<file path="src/rtl/pipeline_mon_pkg.sv">
// Shared types for the memory-stage store monitor: FSM states, the store
// record, and the default pass address/data.
package pipeline_mon_pkg;

  typedef enum logic [2:0] {
    ST_IDLE,
    ST_RUN,
    ST_PASS,
    ST_FAIL,
    ST_TOUT
  } mon_state_e;

  typedef struct packed {
    logic [31:0] addr;
    logic [31:0] data;
  } store_rec_t;

  localparam logic [31:0] DEF_PASS_ADDR = 32'd100;
  localparam logic [31:0] DEF_PASS_DATA = 32'd7;

endpackage

</file>
<file path="src/rtl/store_log_fifo.sv">
// Show-ahead FIFO of store records. Pointers carry one extra wrap bit so that
// full and empty can be told apart. valid/full are registered.
module store_log_fifo
  import pipeline_mon_pkg::*;
#(
  parameter int  DEPTH = 8,
  parameter type rec_t = store_rec_t
) (
  input  logic clk,
  input  logic rst_n,
  input  logic push_i,
  input  rec_t din_i,
  input  logic pop_i,
  output logic valid_o,
  output logic full_o,
  output rec_t head_o
);

  localparam int AW = $clog2(DEPTH);
  localparam int PW = AW + 1;

  rec_t          mem_q [DEPTH];
  logic [PW-1:0] wr_q, wr_d;
  logic [PW-1:0] rd_q, rd_d;
  logic          valid_q, full_q;
  logic          do_push, do_pop;

  // A push into a full log still succeeds when the head leaves on the same edge.
  assign do_pop  = pop_i && valid_q;
  assign do_push = push_i && (!full_q || do_pop);

  always_comb begin
    wr_d = wr_q;
    rd_d = rd_q;
    if (do_push) wr_d = wr_q + PW'(1);
    if (do_pop)  rd_d = rd_q + PW'(1);
  end

  always_ff @(posedge clk or negedge rst_n) begin
    if (!rst_n) begin
      wr_q    <= '0;
      rd_q    <= '0;
      valid_q <= 1'b0;
      full_q  <= 1'b0;
      mem_q   <= '{default: '0};
    end else begin
      wr_q    <= wr_d;
      rd_q    <= rd_d;
      valid_q <= (wr_d != rd_d);
      full_q  <= (wr_d[AW] != rd_d[AW]) && (wr_d[AW-1:0] == rd_d[AW-1:0]);
      if (do_push) mem_q[wr_q[AW-1:0]] <= din_i;
    end
  end

  assign valid_o = valid_q;
  assign full_o  = full_q;
  assign head_o  = mem_q[rd_q[AW-1:0]];

endmodule

</file>
<file path="src/rtl/mem_store_monitor.sv">
// Watches the memory-stage store stream: logs stores, counts stores/cycles,
// and latches a sticky PASS / FAIL / TIMEOUT verdict.
module mem_store_monitor
  import pipeline_mon_pkg::*;
#(
  parameter logic [31:0] PASS_ADDR      = DEF_PASS_ADDR,
  parameter logic [31:0] PASS_DATA      = DEF_PASS_DATA,
  parameter int          TIMEOUT_CYCLES = 90,
  parameter int          LOG_DEPTH      = 8
) (
  input  logic        clk,
  input  logic        reset,
  input  logic        MemWriteM,
  input  logic [31:0] DataAdrM,
  input  logic [31:0] WriteDataM,
  input  logic        log_pop,
  output logic        log_valid,
  output logic [31:0] log_addr,
  output logic [31:0] log_data,
  output logic        log_overflow,
  output logic [15:0] store_count,
  output logic [15:0] cycle_count,
  output logic        pass,
  output logic        fail,
  output logic        timeout,
  output logic        done
);

  localparam logic [15:0] CC_LAST = 16'(TIMEOUT_CYCLES - 1);

  mon_state_e  state_q;
  logic [15:0] store_q, cycle_q;
  logic        ovf_q, pass_q, fail_q, tout_q, done_q;
  logic        run_store, hit, log_full;
  store_rec_t  din, head;

  assign run_store = (state_q == ST_RUN) && MemWriteM;
  assign hit       = run_store && (DataAdrM == PASS_ADDR);
  assign din       = '{addr: DataAdrM, data: WriteDataM};

  always_ff @(posedge clk or negedge reset) begin
    if (!reset) begin
      state_q <= ST_IDLE;
      store_q <= '0;
      cycle_q <= '0;
      ovf_q   <= 1'b0;
      pass_q  <= 1'b0;
      fail_q  <= 1'b0;
      tout_q  <= 1'b0;
      done_q  <= 1'b0;
    end else begin
      case (state_q)
        ST_IDLE: state_q <= ST_RUN;
        ST_RUN: begin
          if (run_store && store_q != 16'hFFFF) store_q <= store_q + 16'd1;
          if (cycle_q != CC_LAST) cycle_q <= cycle_q + 16'd1;
          if (run_store && log_full && !log_pop) ovf_q <= 1'b1;
          // A terminating store outranks a timeout on the same edge.
          if (hit) begin
            done_q <= 1'b1;
            if (WriteDataM == PASS_DATA) begin
              state_q <= ST_PASS;
              pass_q  <= 1'b1;
            end else begin
              state_q <= ST_FAIL;
              fail_q  <= 1'b1;
            end
          end else if (cycle_q == CC_LAST) begin
            state_q <= ST_TOUT;
            tout_q  <= 1'b1;
            done_q  <= 1'b1;
          end
        end
        default: ;
      endcase
    end
  end

  store_log_fifo #(
    .DEPTH(LOG_DEPTH),
    .rec_t(store_rec_t)
  ) u_log (
    .clk    (clk),
    .rst_n  (reset),
    .push_i (run_store),
    .din_i  (din),
    .pop_i  (log_pop),
    .valid_o(log_valid),
    .full_o (log_full),
    .head_o (head)
  );

  assign log_addr     = head.addr;
  assign log_data     = head.data;
  assign log_overflow = ovf_q;
  assign store_count  = store_q;
  assign cycle_count  = cycle_q;
  assign pass         = pass_q;
  assign fail         = fail_q;
  assign timeout      = tout_q;
  assign done         = done_q;

endmodule
</file>
<file path="config.mk">
export PLATFORM = sky130hd
export DESIGN_NAME = mem_store_monitor
export DESIGN_NICKNAME = d
export VERILOG_FILES = /design/src/rtl/pipeline_mon_pkg.sv /design/src/rtl/store_log_fifo.sv /design/src/rtl/mem_store_monitor.sv
export SDC_FILE = /design/constraint.sdc
export NUM_CORES = 1
export LEC_CHECK = 0
export CAP_MARGIN = 20
export CORE_AREA = 5 5 326 328
export CTS_CLUSTER_DIAMETER = 120
export DETAILED_ROUTE_END_ITERATION = 16
export DIE_AREA = 0 0 331 333
export GPL_TIMING_DRIVEN = 0
export PLACE_DENSITY = 0.5
export SYNTH_ARGS = -nofsm -noshare
export SYNTH_HDL_FRONTEND = slang
export SYNTH_HIERARCHICAL = 1
export SYNTH_SLANG_ARGS = --single-unit
</file>
<file path="constraint.sdc">
create_clock -name clk -period 2.4 [get_ports clk]
set_clock_uncertainty 0.1 [all_clocks]
set_input_delay 0.48 -clock clk [delete_from_list [all_inputs] [get_ports clk]]
set_output_delay 0.48 -clock clk [all_outputs]
set_load 0.01 [all_outputs]
</file>
# Word level (Yosys, flattened, before mapping)
# Index checks and enable logic that the tools add are counted.
# classes
order_cmp	3
muxes	14
n_addsub	4
n_eq_ne	10
n_bitwise	4
reduce_logical	23
# op_table
cell	n
$bwmux 512	1
$bmux 64 s3	1
$demux 64 s3	1
$mux 64	3
$add 16x1->16 const B	2
$eq 32x3->1 const B	1
$eq 32x7->1 const B	1
$eq 16x7->1 const B	1
$ne 16x16->1 const B	1
$ne 16x7->1 const B	1
$reduce_and 2->1	5
$logic_and 1x1->1	9
$reduce_and 3->1	3
$add 4x1->4 const B	2
$ge 4x4->1 const B	2
$mux 4	2
$not 3->4	2
$mux 3	2
$pmux 3 s2	1
$lt 4x1->1 const B	1
$ne 4x4->1	1
$reduce_bool 2->1	2
$eq 3x1->1 const B	1
$eq 3x3->1	1
other kinds (7)	11
# totals
word_cells	86
regBits	562
out_inout_bits	102
input_bits	68

# Depth between registers and ports, before layout
# depth
ltp_word	6
depth_mapped	9
ltp_nobuf	8

# By module
# The synthesis kept the hierarchy.
# modules_own_cells
module	cells_each	area_per_inst_um2	seq_area_each_um2	n_inst
store_log_fifo	1361	23581.4	13062.5	1
mem_store_monitor	179	2004.4	1001.0	1

# Worst setup path before layout
# OpenSTA, ideal clock, no wires.
# synth_path
kind	register to register
startpoint	register state_q[2]
endpoint	register u_log/mem_q[322] in the netlist's numbering
t_arrival_ns	2.302
path_buffers	2
setup_time_ns	0.127
period_less_slack_ns	2.530
path_stages_with_launch	10
t_required_ns	2.173
setup_slack_ns	-0.130
cell_sequence	dfrtp_1 -> nor3b_4 -> nand2_4 -> inv_1 -> a21boi_4 -> nand2b_4 -> nor3b_2 -> buf_4 -> buf_6 -> mux2_1
# synth_between
elab_chain_len	3
# synth_lines
element	line_no	text
from (decl)	mem_store_monitor.sv:31	mon_state_e state_q;
from (signal assigned)	mem_store_monitor.sv:43	state_q <= ST_IDLE;
from (signal assigned)	mem_store_monitor.sv:53	ST_IDLE: state_q <= ST_RUN;
from (signal assigned)	mem_store_monitor.sv:62	state_q <= ST_PASS;
$eq 3x1->1	mem_store_monitor.sv:37	assign run_store = (state_q == ST_RUN) && MemWriteM;
$logic_and 1x1->1	mem_store_monitor.sv:37	
named net run_store	mem_store_monitor.sv:34	logic run_store, hit, log_full;
$logic_and 1x1->1	store_log_fifo.sv:30	assign do_push = push_i && (!full_q || do_pop);
to (signal, indexed assignment)	store_log_fifo.sv:51	if (do_push) mem_q[wr_q[AW-1:0]] <= din_i;
to (decl)	store_log_fifo.sv:22	rec_t mem_q [DEPTH];
# The timed path passes the listed nets, and every way through them passes these cells.
# A chain may end at the register's enable or synchronous reset.

# Worst setup path after layout
# layout_path
startpoint	register u_log.rd_q[0]
endpoint	output port log_data[30]
# layout_between
elab_chain_len	4
# layout_lines
element	line_no	text
from (decl)	store_log_fifo.sv:24	logic [PW-1:0] rd_q, rd_d;
from (signal assigned)	store_log_fifo.sv:48	rd_q <= rd_d;
$not 3->4 (implied by the code)	store_log_fifo.sv:57	assign head_o = mem_q[rd_q[AW-1:0]];
$bmux 64 s3	store_log_fifo.sv:57	
$mux 64 (implied by the code) (2 in series)	store_log_fifo.sv:57	
to (decl)	mem_store_monitor.sv:19	output logic [31:0] log_data,
# No other way between the ends. The select of a mux whose other input is x is not followed.

==> results.yml <==
outcome:
  status: "finished with violations"
  failed_checks: "negative setup slack"
setup_path:
  rr_worst_depth: 10
  crit_top_cell: "clkbuf_16"
  crit_chain: "clkbuf_16, buf_12, clkbuf_16, mux4_2, mux2_4, buf_6"
  startpoint: "u_log/rd_q[0]"
  cp_slowest_cell: "dfrtp_2"
  r2r_start: "state_q[1]"
  critPathKind: "reg -> out"
  end_kind: "output port"
  start_kind: "flop"
  crit_end: "log_data[30]"
  worstPathMaxFanout: 7
  crit_required_ps: 1820
  cp_data_arrival_time_ps: 2590
  slowest_delay_ps: 500
  r2r_end: "u_log/mem_q[263]"
  rrSetupSlack_ps: -160
detailed_routing:
  wl_mm: 77.7
  first_iter_violations: 913
  drcViolationCount: 0
  ant_nets: 0
  vias: 15107
  wl_per_cell_um: 23.4
  firstDrtPassIters: 5
  via_per_inst: 4.55
power_and_ir_drop:
  ir_worst_vdd_uv: 591
  clkPwrFrac_pct: 20.1
  leakagePower_nw: 14.8
  swShare_pct: 30.9
  power_mw: 51.5
  p_per_area_nw_per_um2: 1500
  p_switching_mw: 15.9
  internal_power_mw: 35.6
  seqPwrFrac_pct: 31.9
  power_frac_comb_pct: 48.0
finish:
  syn_to_final_growth_pct: 34.5
  nets: 1956
  drive_above_1_share_pct: 56.4
  layout_commonest_cell: "dfrtp_1"
  seq_area_um2: 14100
  final_cell_mix: "dfrtp_1 (559), mux2_2 (323), mux2_4 (249)"
  multi_input_area_um2: 11700
  nFillCells: 9931
global_route:
  antenna_found_initial: 11
  grt.overflow.total: 0
  gr-usage-all-layers_pct: 13.7
  grt_pass1_wl_mm: 113
  grt_pass1_vias: 16884
  grt_max_degree: 129
placed_design:
  gp_congestion: 0.758
  io_buffers: 169
  dp_hpwl_mm: 47.2
cts:
  worstSkewPairLatency_ps: 610
  h-tree-depth: 3
  cts_buffers: 69
  cts_tree: "yes"
  cts.sinks: 562
  clkSlewWorstSetupHoldPaths_ps: 60
  clockRootBuffer: "clkbuf_16"
  cts_buffer_depth: 3
die:
  rows: 118
  start_util_pct: 24.9
  die-area_um2: 110000
  boundaryPins: 170
  fp.coreArea_um2: 103000
  die_h_um: 333
  die_w_um: 331
synth:
  synth_top_area_share_pct: 55.0
  ys_warn_count: 6
  synth-seq-cells: 562
  synth_edf_count: 0
  netlist-cell-type-count: 53
  syn_area_per_cell_um2: 16.6
  ys_seq_area_share_pct: 55.0
  synth_nets: 1613
  synth-async-reset-ratio_pct: 100
  syn-cell-area_um2: 25600
  synth_cells: 1540
  synth_area_leaders: "dfrtp_1 (55%), mux2_2 (20%), mux4_2 (11%)"
  yosys_most_used_dff: "dfrtp_1"
  synth_area_leader_cell: "dfrtp_1"
timing:
  relSlewSlack_pct: 40.7
  period_share_pct: 132
  finalSetupTns_ps: -53780
  setup_slack_ps: -768
  hold_viol_final: 0
  drv_slew: 0
  grt_setup_unrepaired: "yes"
  worst_slew_pin_slew_ps: 878
  fmax_mhz: 316
  layout_min_cycle_time_ps: 3170
  setup_violations: 285
run:
  maxCapViolations: 0
hold_path:
  hold_class: "reg -> reg"
worst min-delay path by stage:
stage	start	end	slack, ps	depth (start not counted)
3_3_place_gp	done	done	350	1
3_5_place_dp	done	done	350	1
5_1_grt	pass	pass	390	1
2_1_floorplan	reset	cycle_count[0]	80	0
6_report	done	done	360	1
4_1_cts	done	done	370	1
cell families after synthesis:
| family | Yosys count | synth area share [%] |
|---|---|---|
| AOI/OAI and AO/OA | 13 | 0.572 |
| xor gates and xnor gates | 42 | 1.44 |
| adders and majority gates | 5 | 0.245 |
| buffers and inverters | 101 | 2.40 |
| DFF | 562 | 55.0 |
| muxes | 709 | 37.7 |
| and+or+nand+nor | 108 | 2.68 |
sequential cells by signal, summed over array words and instances (netlist names):
signal         flops
cycle_count       16
fail               1
u_log/valid_o      1
u_log/full_o       1
timeout            1
pass               1
log_overflow       1
store_count       16
u_log/mem_q      512
u_log/rd_q         4
u_log/wr_q         4
done               1
state_q            3
routing by layer:
layer  up-vias  wire (um)  global-route usage, %
li1       6484          -                      -
met1      8224      35900                   18.8
met2       285      36700                   21.7
met3       106       3600                   3.17
met4         8       1460                   3.71
met5         -         61                  0.261
area by class of cell:
type	instances	share of cell area, %
sequential	562	40.9
multi-input combinational	877	34.0
timing repair buffer	279	9.95
clock buffer	102	5.88
tap	1380	5.02
buffer	87	3.51
clock inverter	17	0.629
inverter	7	0.113
antenna	6	0.0436
synth_stat cells (2+ instances only):
library cell    n
dfrtp_1       562
mux2_2        452
mux4_2        128
mux2_1         65
mux2_4         60
buf_2          44
xnor2_1        34
buf_6          20
clkbuf_1       20
nand4_1        18
nor4_1         14
nand2_1        13
nand3_1        12
nor2_1         11
buf_4           8
xor2_1          8
inv_1           7
and3_1          6
ha_1            5
mux2i_1         4
a21oi_1         3
and2_1          3
nand2b_1        3
nor3_1          3
nor4b_1         3
a21o_1          2
buf_1           2
nand4b_1        2
nor3b_2         2
or2_1           2
or2_2           2
through the flow:
step | instance area (um2) | cells | setup slack, ps | hold slack [ps] | util (%)
floorplan | 25600 | 1540 | -42.7 | 84.4 | -
global route | 34400 | 3313 | -840 | 392 | 33.4
finish | 34400 | 3317 | -768 | 361 | 33.4
global placement | 29000 | 3089 | -23600 | 350 | 28.2
CTS | 33400 | 3277 | -1050 | 365 | 32.4
detailed placement | 29200 | 3093 | -1510 | 353 | 28.3
critical path, delay by kind of cell (launching register included):
| family | cells | cell delay (ps) |
|---|---|---|
| flops | 1 | 500 |
| mux | 2 | 810 |
| buf+inv | 4 | 670 |
power by group through the flow:
| stage | Combinational [mW] | Sequential, mW | Clock (mW) |
|---|---|---|---|
| finish | 24.7 | 16.4 | 10.4 |
| global route | 26.2 | 16.9 | 11.1 |
| CTS | 22.5 | 16.3 | 10.7 |
| detailed placement | 20.4 | 16.4 | 0 |
| global placement | 20.0 | 16.2 | 0 |
| floorplan | 13.2 | 15.6 | 0 |
repair_timing:
| action | 4_1_cts | 5_1_grt |
|---|---|---|
| hold buffers | 1 | 0 |
| pin swaps | 6 | 4 |
| gates resized for setup | 336 | 422 |
| gates cloned | 18 | 16 |
| hold endpoints to repair | 92 | 0 |
| buffers inserted | 49 | 38 |
| setup endpoints to repair | 583 | 805 |
Power figures use the tool's default switching activity.
